==> src/rtl/serial_tx_if.sv <==
// serial_tx_if: upstream word handshake plus serial line and status for serial_tx.
// master drives the word/valid; slave (the transmitter) drives ready, line and busy.
interface serial_tx_if #(
   parameter int DATA_W = 8
);
   logic [DATA_W-1:0] tx_data;
   logic              tx_valid;
   logic              tx_ready;
   logic              tx_out;
   logic              busy;

   modport master (
      output tx_data,
      output tx_valid,
      input  tx_ready,
      input  tx_out,
      input  busy
   );

   modport slave (
      input  tx_data,
      input  tx_valid,
      output tx_ready,
      output tx_out,
      output busy
   );
endinterface

==> src/rtl/serial_tx.sv <==
// serial_tx: start, DATA_W bits LSB first, optional even parity (SERIAL_TX_PARITY_EN), stop; line drops the cycle after accept.
// tx_ready is high only in IDLE, so upstream stalls for the whole frame plus at least one idle cycle.
module serial_tx #(
   parameter int DATA_W     = 8,
   parameter int BIT_CYCLES = 4
) (
   input  logic       clk_i,
   input  logic       rst_i,
   serial_tx_if.slave bus
);
   localparam int CW = (BIT_CYCLES > 1) ? $clog2(BIT_CYCLES) : 1;
   localparam int BW = (DATA_W > 1) ? $clog2(DATA_W) : 1;
   localparam logic [CW-1:0] CYC_LAST = CW'(BIT_CYCLES - 1);
   localparam logic [BW-1:0] BIT_LAST = BW'(DATA_W - 1);

`ifdef SERIAL_TX_PARITY_EN
   typedef enum logic [2:0] {S_IDLE, S_START, S_DATA, S_PARITY, S_STOP} state_t;
`else
   typedef enum logic [2:0] {S_IDLE, S_START, S_DATA, S_STOP} state_t;
`endif

   state_t            state_q, state_d;
   logic [CW-1:0]     cyc_q, cyc_d;
   logic [BW-1:0]     bit_q, bit_d;
   logic [DATA_W-1:0] shift_q, shift_d;
   logic              tx_out_q, tx_out_d;
   logic              busy_q;
   logic              ready_q;
   logic              bit_end;
`ifdef SERIAL_TX_PARITY_EN
   logic              parity_q, parity_d;
`endif

   always_comb begin
      state_d = state_q;
      cyc_d   = cyc_q;
      bit_d   = bit_q;
      shift_d = shift_q;
`ifdef SERIAL_TX_PARITY_EN
      parity_d = parity_q;
`endif
      bit_end = (cyc_q == CYC_LAST);

      if (state_q != S_IDLE) begin
         cyc_d = bit_end ? '0 : cyc_q + CW'(1);
      end

      case (state_q)
         S_IDLE: begin
            if (bus.tx_valid) begin
               shift_d = bus.tx_data;
`ifdef SERIAL_TX_PARITY_EN
               parity_d = ^bus.tx_data;
`endif
               cyc_d   = '0;
               state_d = S_START;
            end
         end
         S_START: begin
            if (bit_end) begin
               bit_d   = '0;
               state_d = S_DATA;
            end
         end
         S_DATA: begin
            if (bit_end) begin
               shift_d = shift_q >> 1;
               if (bit_q == BIT_LAST) begin
                  bit_d = '0;
`ifdef SERIAL_TX_PARITY_EN
                  state_d = S_PARITY;
`else
                  state_d = S_STOP;
`endif
               end else begin
                  bit_d = bit_q + BW'(1);
               end
            end
         end
`ifdef SERIAL_TX_PARITY_EN
         S_PARITY: begin
            if (bit_end) state_d = S_STOP;
         end
`endif
         S_STOP: begin
            if (bit_end) state_d = S_IDLE;
         end
         default: state_d = S_IDLE;
      endcase

      // Line value is decoded from the next state so tx_out is a plain flop.
      tx_out_d = 1'b1;
      case (state_d)
         S_START:  tx_out_d = 1'b0;
         S_DATA:   tx_out_d = shift_d[0];
`ifdef SERIAL_TX_PARITY_EN
         S_PARITY: tx_out_d = parity_d;
`endif
         default:  tx_out_d = 1'b1;
      endcase
   end

   always_ff @(posedge clk_i or posedge rst_i) begin
      if (rst_i) begin
         state_q  <= S_IDLE;
         cyc_q    <= '0;
         bit_q    <= '0;
         shift_q  <= '0;
         tx_out_q <= 1'b1;
         busy_q   <= 1'b0;
         ready_q  <= 1'b1;
`ifdef SERIAL_TX_PARITY_EN
         parity_q <= 1'b0;
`endif
      end else begin
         state_q  <= state_d;
         cyc_q    <= cyc_d;
         bit_q    <= bit_d;
         shift_q  <= shift_d;
         tx_out_q <= tx_out_d;
         busy_q   <= (state_d != S_IDLE);
         ready_q  <= (state_d == S_IDLE);
`ifdef SERIAL_TX_PARITY_EN
         parity_q <= parity_d;
`endif
      end
   end

   assign bus.tx_out   = tx_out_q;
   assign bus.busy     = busy_q;
   assign bus.tx_ready = ready_q;
endmodule

==> src/flat_wrapper.sv <==
// flat-port wrapper written by rule: the top's interface ports become plain ports
module serial_tx_flat 
#(
   parameter int DATA_W     = 8,
   parameter int BIT_CYCLES = 4
)
  (clk_i, rst_i, bus_tx_data, bus_tx_valid, bus_tx_ready, bus_tx_out, bus_busy);
  serial_tx_if #(.DATA_W(DATA_W)) bus_i ();
  input  logic clk_i;
  input  logic rst_i;
  input wire logic [$bits(bus_i.tx_data)-1:0] bus_tx_data;
  input wire logic [$bits(bus_i.tx_valid)-1:0] bus_tx_valid;
  output wire logic [$bits(bus_i.tx_ready)-1:0] bus_tx_ready;
  output wire logic [$bits(bus_i.tx_out)-1:0] bus_tx_out;
  output wire logic [$bits(bus_i.busy)-1:0] bus_busy;
  assign bus_i.tx_data = bus_tx_data;
  assign bus_i.tx_valid = bus_tx_valid;
  assign bus_tx_ready = bus_i.tx_ready;
  assign bus_tx_out = bus_i.tx_out;
  assign bus_busy = bus_i.busy;
  serial_tx #(.DATA_W(DATA_W), .BIT_CYCLES(BIT_CYCLES)) u_core (.clk_i(clk_i), .rst_i(rst_i), .bus(bus_i));
endmodule
==> config.mk <==
export PLATFORM = sky130hd
export DESIGN_NAME = serial_tx_flat
export DESIGN_NICKNAME = d
export VERILOG_FILES = /design/src/rtl/serial_tx_if.sv /design/src/rtl/serial_tx.sv /design/src/flat_wrapper.sv
export SDC_FILE = /design/constraint.sdc
export NUM_CORES = 1
export LEC_CHECK = 0
export BUFFER_PORTS_ARGS = -buffer_cell sky130_fd_sc_hd__buf_2
export CORE_MARGIN = 2
export CORE_UTILIZATION = 48
export DETAILED_ROUTE_END_ITERATION = 8
export PLACE_DENSITY = 0.69
export SLEW_MARGIN = 20
export SYNTH_ARGS = -nofsm -noshare
export SYNTH_HDL_FRONTEND = slang
export SYNTH_SLANG_ARGS = --single-unit
==> constraint.sdc <==
create_clock -name clk_i -period 3.9 [get_ports clk_i]
set_input_delay 0.78 -clock clk_i [delete_from_list [all_inputs] [get_ports clk_i]]
set_output_delay 0.78 -clock clk_i [all_outputs]
set_load 0.01 [all_outputs]
After elaboration in Yosys (flattened, before gate mapping). Cells that the tools add are included.

Input port bits: 11. Register bits: 19.

Reductions and logical operators: 8. Muxes and demuxes: 18. Add/subtract/negate cells: 2. Equality and inequality tests: 10.

Operators with widths (number): 3-bit two-way mux (8); 8-bit two-way mux (2); 8-bit one-hot mux with 2 select lines (1); 3-bit one-hot mux with 4 select lines (1); 3-bit by 2-bit equality test with 1-bit output, second input constant (3); 2-bit two-way mux (4); 3-bit by 1-bit equality test with 1-bit output, second input constant (2); 3-bit logical NOT (2); 3-bit one-hot mux with 2 select lines (1); 3-bit AND reduction (2); 3-bit nonzero test (2); 2-bit by 1-bit != test with 1-bit output, second input constant (2); 2-bit nonzero test (2); 3-bit by 1-bit adder with 3-bit output, second input constant (1); 3-bit equality test, second input constant (1); 2-bit by 1-bit adder with 2-bit output, second input constant (1); 2-bit equality test, second input constant (1); 2-bit != test, second input constant (1); 1-bit one-hot mux with 2 select lines (1).

Longest topological paths before layout.
Depth in word-level cells: 6. Depth in mapped cells: 6. Mapped depth without buffers: 6.

Least setup slack after synthesis. No wires, ideal clock.

Path type: in2reg. Start: in bus_tx_valid. End: reg u_core.tx_out_q, in the netlist u_core.bus.tx_out. Setup time: 77 ps. Slack: 2222 ps. Stages on the path: 4. Data arrival time: 1601 ps. Cells stage by stage: nor4b_4 or3b_1 o2111ai_1 a21o_1.

Word-level cells in the longest chain between the ends: 4. Elaborated cells between the ends (all ways): 7.

Ends and longest elaborated chain: from (decl) (line flat_wrapper.sv:12) `input wire logic [$bits(bus_i.tx_valid)-1:0] bus_tx_valid;`; 3-bit two-way mux (line serial_tx.sv:50) `if (bus.tx_valid) begin`; 3-bit one-hot mux with 4 select lines (line serial_tx.sv:48) `case (state_q)`; 3-bit by 2-bit equality test with 1-bit output or 3-bit by 1-bit equality test with 1-bit output (tied branches) (line serial_tx.sv:93) `case (state_d)`; 1-bit one-hot mux with 2 select lines * (line serial_tx.sv:93); net u_core.tx_out_d (line serial_tx.sv:26) `logic tx_out_q, tx_out_d;`; to (signal assigned) (line serial_tx.sv:120) `tx_out_q <= tx_out_d;`; to (decl) (line serial_tx.sv:26).

The timed path passes the listed nets; every way through them passes the cells marked *. The select of a mux whose other input is x is not followed. A chain may end at the register's enable or synchronous reset.

Worst setup path after layout.
Start: reg u_core.cyc_q[0]. End: reg u_core.tx_out_q, in the netlist u_core.bus.tx_out.

Word-level cells in the longest chain between the ends: 5. Elaborated cells between the ends (all ways): 10.

Ends and longest elaborated chain: from (decl) (line serial_tx.sv:23) `logic [CW-1:0] cyc_q, cyc_d;`; from (signal assigned) (line serial_tx.sv:117) `cyc_q <= cyc_d;`; 2-bit equality test * (line serial_tx.sv:42) `bit_end = (cyc_q == CYC_LAST);`; 3-bit two-way mux, on equally long branches (line serial_tx.sv:86, serial_tx.sv:60, serial_tx.sv:66); 3-bit one-hot mux with 4 select lines (line serial_tx.sv:48); 3-bit by 2-bit equality test with 1-bit output or 3-bit by 1-bit equality test with 1-bit output (tied branches) (line serial_tx.sv:93); 1-bit one-hot mux with 2 select lines * (line serial_tx.sv:93); net u_core.tx_out_d (line serial_tx.sv:26).

Marks and branches as above.

==> metrics <==
Setup violations, final=0; mapped cell area=912 um2; grt met3 use=0.0566; wire per inst=13.2 um; r2r endpoint=u_core.bus.tx_out; # port buffers=13; Hold Path Depth=2; post-route cell area=1010 um2; crit-path leading delay family=simple AND/OR/NAND/NOR gates; crit-path cells=ha_1 -> nor4bb_1 -> buf_4 -> or3b_1 -> o2111ai_1 -> a21o_1; Slew HR=0.545; Die Area=2260 um2; first-pass GRT wire length=2740 um; share of post-route cells with drive strength above 1=0.196; Worst path slowest cell=dfrtp_1; GRT Residual Overflow=0; area occupied by multi-input gates=390 um2; pre-CTS WS=1930 ps; dominant synthesized flop cell=dfrtp_1; top-count cell post-synth=nand2_1; crit end category=flop; reg2reg setup slack=2120 ps; Post-synth EDFFs=0; crit path buf inv count=1; leakage=0.488 nW; DRC Markers=0; GR Layer Usage met2=0.235; Seq/Total Area, Yosys=0.524; DIE HEIGHT=47.6 um; Unique masters post-synth=26; Post-Synth Adder-Cell Area=0.0412; status=completed; leading area contributor after synthesis=dfrtp_1; syn nets=103; clk buf depth=2; DPL Wire Length=1140 um; total of max-cap violations=0; Tcrit/Tclk final=0.457; Worst Skew=13.4 ps; die width=47.6 um; Setup Buffers After CTS=0; FF+latch count, synth=19; synthesis-to-finish area growth=10.7%; via count=663; number of antenna diodes=0; Peak VDD IR=0.365 mV; largest family of logic cells by synthesized area=simple AND/OR/NAND/NOR gates; Filler cells=166; final worst slack=2120 ps; CP Class=flop to flop; fin. max-slew vios=0; number of global-route vias before repair=589; 1st-iter DRT viols=21; Worst R2R Path Depth=6; clock latency on the worst-skew pair=300 ps; TritonRoute pass-1 iters=4; IO Count=14; RR Startpoint=u_core.cyc_q[0]; arrival time worst endpoint=2020 ps; Placed Cells=123; row count=15; grt peak-use layer=met1; RSZ-0062 raised after global routing=false; met1 global-route usage=0.274; antenna violations before repair=0; min-delay src=u_core.shift_q[1]; fin crit period=1780 ps; final hold vios=0; synth warn=0; number of CTS-inserted buffers=3; Min-Delay Path Class=flop to flop; critical path launch point type=flop; crit-path max cell delay=420 ps; Hold Slack=498 ps; root buf cell=clkbuf_4; H-tree depth=1; post-synth top area share=0.466; setup TNS=0 ps; Routed Antenna Nets=0; Worst-path clk slew=110 ps; area occupied by registers=478 um2; clk sinks=19; top post-synthesis cells by area=dfrtp_1 47%, nand2_1 8.2%, a22oi_1 5.8%, dfstp_2 5.8%, ha_1 4.1%; Worst-Margin Slew=681 ps; Post-layout nets=117; simple-gate share of the synthesized area=0.198; Post-CTS Hold Fix Bufs=0; Power Density=487 nW/um2; top cells by count, synth=20 x nand2_1, 17 x dfrtp_1, 7 x a22oi_1, 6 x o21ai_0; Worst Setup SP=u_core.cyc_q[0]; mux share of post-synthesis cell area=0; xor/xnor share of the synthesized area=0.00960; CTS resizes=0; Non-Filler Instances=127; vias per cell=5.22; Total Wirelength=1670 um; Initial Util=0.517; post-placement cell area=983 um2; maximum fanout along the worst path=9; Compound-Gate Fraction of Synth Area=0.176; Critical Path RT=4140 ps; achievable frequency=561 MHz; Worst Hold Path EP=u_core.shift_q[1]; Mean Syn Cell Area=10.2 um2; CTS tree=built; GRT Resource Usage Total=0.176; ys async rst share=1.00; routability cong.=0.702; Core ar.=1760 um2; Mapped Cells=89; largest net degree at the start of global routing=20
==> area by class of cell <==
type                       count  share of cell area
clock buffer                   4              0.0260
inverter                       3              0.0112
multi-input combinational     62               0.387
sequential                    19               0.473
tap                           25              0.0310
timing repair buffer          14              0.0719
==> cells in the final DEF (no fill, tap or decap) <==
cell type	n
or3b_1	1
ha_1	3
conb_1	1
dfstp_2	2
o2111ai_1	1
buf_4	1
a22oi_1	7
o21ai_0	6
o31ai_1	1
clkbuf_4	3
nand2_1	20
xor2_1	1
clkbuf_1	1
nor4b_4	1
a21o_1	1
nor4bb_1	2
buf_2	13
inv_1	3
a311oi_1	1
nor3_1	2
a21oi_1	2
dfrtp_1	17
nor2_1	4
nand3b_1	2
a22o_1	4
nor2b_1	2
==> flip-flops by register name (all words and copies together), names as in the netlist <==
signal / count
u_core.cyc_q: 2
u_core.state_q: 3
u_core.shift_q: 8
u_core.bus.tx_out: 1
u_core.bit_q: 3
u_core.bus.busy: 1
u_core.bus.tx_ready: 1
==> worst reg2reg max path, delay by kind of cell, from the launching register on <==
| kind | cells | cell delay (ps) |
|---|---|---|
| flops | 1 | 420 |
| fa+ha+maj | 1 | 280 |
| buf+inv | 1 | 190 |
| simple gates | 2 | 570 |
| compound gates | 2 | 260 |
==> routing by layer <==
metal	up-vias	wire length [um]
li1	343	-
met1	305	907
met2	13	673
met3	2	79
met4	0	11
met5	-	0
==> power breakdown <==
group,internal [mW],total [mW],switching [mW]
Clock,0.0398,0.0980,0.0582
Combinational,0.0524,0.109,0.0571
Sequential,0.245,0.284,0.0398
Total,0.337,0.492,0.155
==> stage by stage <==
stage | power (mW) | utilization
floorplan | 0.370 | -
global placement | 0.393 | 0.557
detailed placement | 0.399 | 0.557
CTS | 0.498 | 0.572
global route | 0.535 | 0.572
finish | 0.492 | 0.572
==> kinds of logic (layout without fill, tap and decap cells) <==
family          after synthesis  in the layout
simple gates                 34             34
compound gates               23             23
flops                        19             19
buf+inv                       8             21
fa+ha+maj                     3              3
other cells                   1              1
xor+xnor                      1              1
==> how the worst max path moves through the flow <==
stage	to	slack [ps]	depth (start not counted)
after detailed placement	u_core.bus.tx_out	1930	5
after floorplan	u_core.bus.tx_out	2220	4
after CTS	u_core.bus.tx_out	2120	6
final	u_core.bus.tx_out	2120	6
after global routing	u_core.bus.tx_out	2000	4
after global placement	u_core.bus.tx_out	1980	5
Note: power is estimated with default switching activity, not from simulation.
